File: src/rtl/audio_rx_deframer_pkg.sv
// Shared types and constants for the stereo audio receive deframer.
// Optional error counter build: AUDIO_RX_ERROR_COUNT_EN.
package audio_rx_deframer_pkg;

    localparam int AUDIO_WIDTH_DEF  = 16;
    localparam int BUFFER_DEPTH_DEF = 4;

    localparam logic ID_LEFT  = 1'b0;
    localparam logic ID_RIGHT = 1'b1;

    typedef enum logic {
        WAIT_L = 1'b0,
        WAIT_R = 1'b1
    } rx_state_e;

    function automatic logic [15:0] sat_inc16(input logic [15:0] v);
        return (v == 16'hFFFF) ? v : v + 16'd1;
    endfunction

endpackage

File: src/rtl/audio_rx_deframer_if.sv
// Beat input stream and FIFO read side of the audio receive deframer.
// master = stream source / reader, slave = deframer.
interface audio_rx_deframer_if
    import audio_rx_deframer_pkg::*;
#(
    parameter int AUDIO_WIDTH  = AUDIO_WIDTH_DEF,
    parameter int BUFFER_DEPTH = BUFFER_DEPTH_DEF
) ();

    logic [31:0]              data_in;
    logic                     id_in;
    logic                     valid_in;
    logic                     ready_in;
    logic [AUDIO_WIDTH*2-1:0] data_out;
    logic                     rd_en;
    logic                     empty_out;
    logic [BUFFER_DEPTH:0]    level_out;

    modport master (
        output data_in,
        output id_in,
        output valid_in,
        input  ready_in,
        input  data_out,
        output rd_en,
        input  empty_out,
        input  level_out
    );

    modport slave (
        input  data_in,
        input  id_in,
        input  valid_in,
        output ready_in,
        output data_out,
        input  rd_en,
        output empty_out,
        output level_out
    );

endinterface

File: src/rtl/audio_rx_deframer_fifo.sv
// Single-clock show-ahead FIFO holding packed stereo words.
// Head word is presented combinationally from the read pointer.
module audio_rx_fifo #(
    parameter int WIDTH      = 32,
    parameter int DEPTH_LOG2 = 4
) (
    input  logic                  clk,
    input  logic                  reset,
    input  logic                  wr_en,
    input  logic [WIDTH-1:0]      din,
    input  logic                  rd_en,
    output logic [WIDTH-1:0]      dout,
    output logic                  empty,
    output logic [DEPTH_LOG2:0]   level
);

    localparam int DEPTH = 1 << DEPTH_LOG2;

    logic [WIDTH-1:0]      r_mem [0:DEPTH-1];
    logic [DEPTH_LOG2-1:0] r_wptr;
    logic [DEPTH_LOG2-1:0] r_rptr;
    logic [DEPTH_LOG2:0]   r_level;
    logic                  w_full;
    logic                  w_pop;
    logic                  w_push;

    assign w_full = r_level[DEPTH_LOG2];
    assign w_pop  = rd_en & (r_level != '0);
    // A pop in the same cycle frees the slot a write into a full FIFO uses
    assign w_push = wr_en & (~w_full | w_pop);

    assign dout  = r_mem[r_rptr];
    assign empty = (r_level == '0);
    assign level = r_level;

    // Storage array; contents are don't-care after reset
    always_ff @(posedge clk) begin
        if (w_push) begin
            r_mem[r_wptr] <= din;
        end
    end

    // Wrapping read/write pointers
    always_ff @(posedge clk) begin
        if (reset) begin
            r_wptr <= '0;
            r_rptr <= '0;
        end else begin
            if (w_push) begin
                r_wptr <= r_wptr + 1'b1;
            end
            if (w_pop) begin
                r_rptr <= r_rptr + 1'b1;
            end
        end
    end

    // Occupancy counter; push and pop together leave it unchanged
    always_ff @(posedge clk) begin
        if (reset) begin
            r_level <= '0;
        end else begin
            case ({w_push, w_pop})
                2'b10:   r_level <= r_level + 1'b1;
                2'b01:   r_level <= r_level - 1'b1;
                default: r_level <= r_level;
            endcase
        end
    end

endmodule

File: src/rtl/audio_rx_deframer.sv
// Pairs left/right audio beats into stereo words and buffers them.
// Optional framing error counter: define AUDIO_RX_ERROR_COUNT_EN.
module audio_rx_deframer
    import audio_rx_deframer_pkg::*;
#(
    parameter int AUDIO_WIDTH  = AUDIO_WIDTH_DEF,
    parameter int BUFFER_DEPTH = BUFFER_DEPTH_DEF
) (
    input  logic                clk,
    input  logic                reset,
    audio_rx_deframer_if.slave  bus,
    output logic [15:0]         err_count
);

    localparam int W2 = AUDIO_WIDTH * 2;
    localparam logic [BUFFER_DEPTH+1:0] LP_DEPTH =
        (BUFFER_DEPTH+2)'(1 << BUFFER_DEPTH);

    rx_state_e               r_state;
    rx_state_e               w_state_nxt;
    logic [AUDIO_WIDTH-1:0]  r_left;
    logic [AUDIO_WIDTH-1:0]  w_left_nxt;
    logic [W2-1:0]           r_pend_word;
    logic [W2-1:0]           w_pend_word_nxt;
    logic                    r_pend;
    logic                    w_pend_nxt;
    logic                    r_run;
    logic                    w_hs;
    logic                    w_err;
    logic [AUDIO_WIDTH-1:0]  w_sample;
    logic [BUFFER_DEPTH:0]   w_level;
    logic [BUFFER_DEPTH+1:0] w_occupied;
    logic                    w_unused;

    assign w_sample   = bus.data_in[31 -: AUDIO_WIDTH];
    assign w_occupied = {1'b0, w_level} + {{(BUFFER_DEPTH+1){1'b0}}, r_pend};
    // Conservative: any beat is refused once FIFO plus pending word is full
    assign bus.ready_in = r_run & (w_occupied < LP_DEPTH);
    assign w_hs         = bus.valid_in & bus.ready_in;
    assign w_unused     = ^{bus.data_in, w_err};

    // Holds ready low while in reset and until the first cycle after it
    always_ff @(posedge clk) begin
        if (reset) begin
            r_run <= 1'b0;
        end else begin
            r_run <= 1'b1;
        end
    end

    // Deframer state register
    always_ff @(posedge clk) begin
        if (reset) begin
            r_state <= WAIT_L;
        end else begin
            r_state <= w_state_nxt;
        end
    end

    // Next state, left capture, pair completion and framing error detect
    always_comb begin
        w_state_nxt     = r_state;
        w_left_nxt      = r_left;
        w_pend_nxt      = 1'b0;
        w_pend_word_nxt = r_pend_word;
        w_err           = 1'b0;
        if (w_hs) begin
            case (r_state)
                WAIT_L: begin
                    if (bus.id_in == ID_LEFT) begin
                        w_left_nxt  = w_sample;
                        w_state_nxt = WAIT_R;
                    end else begin
                        w_err = 1'b1;
                    end
                end
                WAIT_R: begin
                    if (bus.id_in == ID_RIGHT) begin
                        w_pend_nxt      = 1'b1;
                        w_pend_word_nxt = {r_left, w_sample};
                        w_state_nxt     = WAIT_L;
                    end else begin
                        w_err      = 1'b1;
                        w_left_nxt = w_sample;
                    end
                end
                default: begin
                    w_state_nxt = WAIT_L;
                end
            endcase
        end
    end

    // Held left sample and the one-stage pending write register
    always_ff @(posedge clk) begin
        if (reset) begin
            r_left      <= '0;
            r_pend      <= 1'b0;
            r_pend_word <= '0;
        end else begin
            r_left      <= w_left_nxt;
            r_pend      <= w_pend_nxt;
            r_pend_word <= w_pend_word_nxt;
        end
    end

`ifdef AUDIO_RX_ERROR_COUNT_EN
    logic [15:0] r_err_count;

    // Saturating count of framing errors, cleared only by reset
    always_ff @(posedge clk) begin
        if (reset) begin
            r_err_count <= '0;
        end else if (w_err) begin
            r_err_count <= sat_inc16(r_err_count);
        end
    end

    assign err_count = r_err_count;
`else
    assign err_count = 16'd0;
`endif

    audio_rx_fifo #(
        .WIDTH      (W2),
        .DEPTH_LOG2 (BUFFER_DEPTH)
    ) u_fifo (
        .clk   (clk),
        .reset (reset),
        .wr_en (r_pend),
        .din   (r_pend_word),
        .rd_en (bus.rd_en),
        .dout  (bus.data_out),
        .empty (bus.empty_out),
        .level (w_level)
    );

    assign bus.level_out = w_level;

endmodule
File: src/flat_wrapper.sv
// flat-port wrapper written by rule: the top's interface ports become plain ports
module audio_rx_deframer_flat import audio_rx_deframer_pkg::*;
#(
    parameter int AUDIO_WIDTH  = AUDIO_WIDTH_DEF,
    parameter int BUFFER_DEPTH = BUFFER_DEPTH_DEF
)
  (clk, reset, err_count, bus_data_in, bus_id_in, bus_valid_in, bus_ready_in, bus_data_out, bus_rd_en, bus_empty_out, bus_level_out);
  audio_rx_deframer_if #(.AUDIO_WIDTH(AUDIO_WIDTH), .BUFFER_DEPTH(BUFFER_DEPTH)) bus_i ();
  input  logic clk;
  input  logic reset;
  output logic [15:0] err_count;
  input wire logic [$bits(bus_i.data_in)-1:0] bus_data_in;
  input wire logic [$bits(bus_i.id_in)-1:0] bus_id_in;
  input wire logic [$bits(bus_i.valid_in)-1:0] bus_valid_in;
  output wire logic [$bits(bus_i.ready_in)-1:0] bus_ready_in;
  output wire logic [$bits(bus_i.data_out)-1:0] bus_data_out;
  input wire logic [$bits(bus_i.rd_en)-1:0] bus_rd_en;
  output wire logic [$bits(bus_i.empty_out)-1:0] bus_empty_out;
  output wire logic [$bits(bus_i.level_out)-1:0] bus_level_out;
  assign bus_i.data_in = bus_data_in;
  assign bus_i.id_in = bus_id_in;
  assign bus_i.valid_in = bus_valid_in;
  assign bus_ready_in = bus_i.ready_in;
  assign bus_data_out = bus_i.data_out;
  assign bus_i.rd_en = bus_rd_en;
  assign bus_empty_out = bus_i.empty_out;
  assign bus_level_out = bus_i.level_out;
  audio_rx_deframer #(.AUDIO_WIDTH(AUDIO_WIDTH), .BUFFER_DEPTH(BUFFER_DEPTH)) u_core (.clk(clk), .reset(reset), .bus(bus_i), .err_count(err_count));
endmodule
File: config.mk
export PLATFORM = sky130hd
export DESIGN_NAME = audio_rx_deframer_flat
export DESIGN_NICKNAME = d
export VERILOG_FILES = /design/src/rtl/audio_rx_deframer_pkg.sv /design/src/rtl/audio_rx_deframer_if.sv /design/src/rtl/audio_rx_deframer_fifo.sv /design/src/rtl/audio_rx_deframer.sv /design/src/flat_wrapper.sv
export SDC_FILE = /design/constraint.sdc
export NUM_CORES = 1
export LEC_CHECK = 0
export BUFFER_PORTS_ARGS = -buffer_cell sky130_fd_sc_hd__buf_2
export CAP_MARGIN = 40
export CORE_ASPECT_RATIO = 0.7
export CORE_MARGIN = 2
export CORE_UTILIZATION = 30
export CTS_BUF_LIST = sky130_fd_sc_hd__clkbuf_8
export DETAILED_ROUTE_END_ITERATION = 16
export GPL_TIMING_DRIVEN = 0
export PLACE_DENSITY = 0.51
export SETUP_SLACK_MARGIN = 0.5
export SLEW_MARGIN = 40
export SYNTH_ARGS = -nofsm -noshare
export SYNTH_HDL_FRONTEND = slang
export SYNTH_HIERARCHICAL = 1
export SYNTH_SLANG_ARGS = --single-unit
File: constraint.sdc
create_clock -name clk -period 4.72 [get_ports clk]
set_clock_uncertainty 0.1 [all_clocks]
set_input_delay 0 -clock clk [delete_from_list [all_inputs] [get_ports clk]]
set_output_delay 0 -clock clk [all_outputs]
set_load 0.03 [all_outputs]
==> results by stage <==
Status:
- The flow ran to the end, and the final reports show no timing, DRC or antenna violations.

Synth:
- The number of synthesized flops with an enable pin is 512.
- Ranked by instance count, the synthesized netlist is headed by sky130_fd_sc_hd__edfxtp_1 (512), sky130_fd_sc_hd__mux4_2 (155), sky130_fd_sc_hd__nand2_1 (74).
- The dominant cell by count in the synthesized netlist is sky130_fd_sc_hd__edfxtp_1.
- By area, the combinational part of the netlist is dominated by multiplexers.
- By area the synthesized netlist is led by sky130_fd_sc_hd__edfxtp_1 (69%), sky130_fd_sc_hd__mux4_2 (16%), sky130_fd_sc_hd__dfxtp_1 (6.1%), sky130_fd_sc_hd__mux2i_1 (2.3%), sky130_fd_sc_hd__nand2_1 (1.3%).
- The most used flip-flop cell after synthesis is sky130_fd_sc_hd__edfxtp_1.
- The mux cell area share after synthesis is 18.7%.
- The netlist area before placement is 0.0222 sq mm.
- The synthesized netlist contains 42 unique library cells.
- The cell count after synthesis came out at 1033.
- The average size of a mapped cell is 21.5 sq um.
- The library cell with the largest summed area after synthesis is sky130_fd_sc_hd__edfxtp_1.
- The top cell type by area accounts for 69.2% of the synthesized area.
- The complex-gate fraction of the synthesized area is 0.597%.
- Sequential cells were found to cover 75.4% of the synthesized design area.
- The adder and majority gate portion of the synthesized area is 0.451%.
- The fraction of synthesized cell area in xor and xnor cells is 0.355%.
- The share of flip-flops with an asynchronous set or reset after synthesis is 0%.
- The count of state elements after synthesis is 580.
- During synthesis, Yosys emitted a total of 6 warnings.
- The synthesized netlist devotes 2.53% of its cell area to simple gates.

Clocking:
- The number of buffers on the longest clock path is 3.
- The total number of clock tree sinks is 580.
- The clock network latency to the later pin of the worst-skew pair is 0.65 ns.
- Buffers inserted during clock tree synthesis total 86.
- The buffer cell driving the clock tree root is sky130_fd_sc_hd__clkbuf_8.
- The number of gates given a new drive strength after cts is 0.
- After clock tree synthesis, the setup repair step added 0 buffers.
- The number of H-tree levels is 3.
- The clock tree from TritonCTS is yes.
- The post-CTS clock slew at the launch and capture registers of the worst setup and hold paths is 0.07 ns.

Power and ir drop:
- The design internal power is 7.40 mW.
- The clock network power share is 39.8%.
- The analysis attributes to cell leakage a power of 9.36 nW.
- Power comes to 9.39 mW.
- The net switching power of the design is 1.98 mW.
- Of the total power, registers draw 58.8%.
- The worst-case IR drop observed on VDD is 174 uV.
- Combinational cells account for 1.4% of the total power.
- The total power per unit cell area is 353 mW/mm^2.
- Net switching is 21.1% of the power.

STA:
- The final clock period utilization by the worst path is 75.8%.
- The slack of the critical path is 1.14 ns.
- The number of hold violations in the final report is 0.
- Measured against its own limit, the worst slew margin works out to 43.4%.
- The pin slew with the least headroom to its limit is 0.849 ns.
- Subtracting the final worst setup slack from the clock period gives 3.58 ns.
- The number of max-slew violations in the final report was 0.
- The highest clock frequency the design can meet is 280 MHz.
- The final worst hold slack is 0.172 ns.
- Setup repair after global routing left no endpoint under its margin.
- The number of setup violations in the final report is 0.

Global route:
- The via count of the first global-routing pass is 11200.
- The global-route usage over all layers is 15.0%.
- The pin count of the biggest net entering global routing is 18.
- The number of antenna violations at the first check in global routing is 1.
- The first global-routing pass estimated 81.4 mm of wire.
- The total overflow left after global routing is 0.

Routing:
- Detailed routing inserted a total of 11200 vias.
- The number of detailed-route iterations in the first pass is 5.
- The final wirelength is 56.6 mm.
- The violation count after the first detailed-routing iteration is 1152.
- The detail route stage leaves a number of antenna-violating nets equal to 0.
- The final routed wire length divided by cell count is 24.3 um.
- After detailed routing, the number of vias per cell comes to 4.78.
- For this run, design rule violations remaining after detail routing come to 0.

Worst setup path:
- The most common cell type on the critical path is sky130_fd_sc_hd__ha_1.
- The largest fanout of any net on the critical path is 14.
- The worst setup path is launched from a flip-flop.
- Traced cell by cell, the critical path runs through or4_1, o21a_1, ha_1, clkbuf_1, xor2_1, ha_1, o21ai_0, a22o_1, nor4_1, mux2_2.
- Data arrives at the worst endpoint at 4.01 ns.
- The worst setup path is captured at a flip-flop.
- The combined buffer and inverter count along the critical path is 1.
- On the worst path, the slowest cell contributes a delay of 0.62 ns.
- The cell type group with the largest total delay on the critical path is simple AND/OR/NAND/NOR gates.
- The required time at the worst-slack endpoint is 5.15 ns.
- The master of the slowest instance on the critical path is sky130_fd_sc_hd__or4_1.
- The critical path is of the flip-flop to flip-flop type.

Place:
- The cell area after placement is 0.0248 sq mm.
- The last weighted congestion value of the routability-driven placer is 0.759.
- The post-place setup slack is 1.21 ns.
- During placement, the flow inserted port buffers numbering 59.
- Detailed placement finished with a half-perimeter wire length of 38.5 mm.

Layout:
- The multi-input combinational cells in the finished layout cover a total of 0.00519 sq mm.
- In the final layout, the share of cells above drive strength 1 is 33.8%.
- The register cell area after layout is 0.0167 sq mm.
- The finished cells cover 0.0266 sq mm.
- For this run, the post-layout net count is 1333.
- The area overhead of the layout relative to synthesis is 19.9%.
- The post-route core utilization is 36.3%.
- After filler insertion, the fill cell instance count of the layout stands at 6837.

Die:
- The core footprint is 0.0733 sq mm.
- The number of rows created at floorplan is 83.
- 92 I/O pins were placed.
- The horizontal die dimension is 329 um.
- The overall die height is 232 um.
- The die covers 0.0762 sq mm.
- The initial utilization of the core area, before any placement, comes to 30.3%.

Hold path:
- In this run the worst hold path is classified as primary input to flip-flop.

Run:
- The total of max-cap violations is 0.
==> layout make-up <==
cell class | instances | share of cell area [%]
flip-flops and latches | 580 | 62.9
multi-input cells | 394 | 19.5
repair buffers | 152 | 5.48
clock buffers | 91 | 4.71
well taps | 977 | 4.59
plain buffers | 69 | 1.65
clock inverters | 63 | 1.13
inverters | 5 | 0.0705
diodes | 1 | 0.00940
==> final timing paths <==
kind                                             start                      to  slack, ns  depth (start not counted)
worst max-delay path            u_core/u_fifo/level[1]  u_core/u_fifo/level[4]       1.14                         10
worst min-delay path                   bus_data_in[20]        u_core/r_left[4]       0.17                          4
worst max register to register  u_core/u_fifo/level[1]  u_core/u_fifo/level[4]       1.14                         10
worst min register to register        u_core/r_left[6]        u_core/r_left[6]       0.37                          2
==> sequential cells by signal (all words and copies together), names as in the netlist, named ones only <==
name                  cells
u_core/r_state            1
u_core/r_run              1
u_core/u_fifo/r_rptr      4
u_core/r_left            16
u_core/r_pend_word       32
u_core/u_fifo/r_mem     512
u_core/u_fifo/level       5
u_core/u_fifo/r_wptr      4
u_core/r_pend             1
==> power by group through the flow <==
stage	Sequential, mW	Clock (mW)	Combinational (mW)
finish	5.52	3.74	0.135
floorplan	5.62	0	0.0755
CTS	5.52	3.86	0.134
detailed placement	5.63	0	0.117
global route	5.52	4.08	0.144
global placement	5.63	0	0.116
==> worst min-delay path, delay by kind of cell <==
kind | cells | cell delay [ns]
buffers and inverters | 2 | 0.68
and+or+nand+nor | 1 | 0.11
muxes | 1 | 0.07
==> layer usage <==
metal | track usage (%) | routed length [um]
met4 | 2.90 | 620
met5 | 0 | 0
met3 | 3.77 | 3580
met2 | 22.1 | 25200
met1 | 22.5 | 27200
==> stage by stage <==
stage	TNS, ns	instances
2_1_floorplan	0	1048
6_report	0	2332
4_1_cts	0	2331
5_1_grt	0	2331
3_3_place_gp	-541.60	2084
3_5_place_dp	0	2148
==> cell usage in the layout, fill, tap and decap left out, types with 16 or more instances in the layout <==
| cell | n |
|---|---|
| sky130_fd_sc_hd__buf_2 | 77 |
| sky130_fd_sc_hd__dlygate4sd3_1 | 29 |
| sky130_fd_sc_hd__dfxtp_1 | 68 |
| sky130_fd_sc_hd__edfxtp_1 | 512 |
| sky130_fd_sc_hd__clkinv_1 | 19 |
| sky130_fd_sc_hd__buf_4 | 54 |
| sky130_fd_sc_hd__nor2_1 | 20 |
| sky130_fd_sc_hd__mux4_2 | 155 |
| sky130_fd_sc_hd__mux2i_1 | 50 |
| sky130_fd_sc_hd__inv_1 | 34 |
| sky130_fd_sc_hd__conb_1 | 16 |
| sky130_fd_sc_hd__nand2_1 | 74 |
| sky130_fd_sc_hd__clkbuf_8 | 91 |
==> cell families (layout without fill, tap and decap cells) <==
family                     Yosys count  count (layout)
xor gates and xnor gates             9               9
and+or+nand+nor                    132             132
DFF                                580             580
adders and majority gates            8               8
AOI/OAI and AO/OA                   17              17
buffers and inverters               74             380
muxes                              212             212
other                                1              17
==> what timing repair did <==
item / 4_1_cts / 5_1_grt
hold buffers: 29 / 0
hold endpoints to repair: 61 / 0
setup endpoints to repair: 0 / 0
Power figures use the tool's default switching activity.
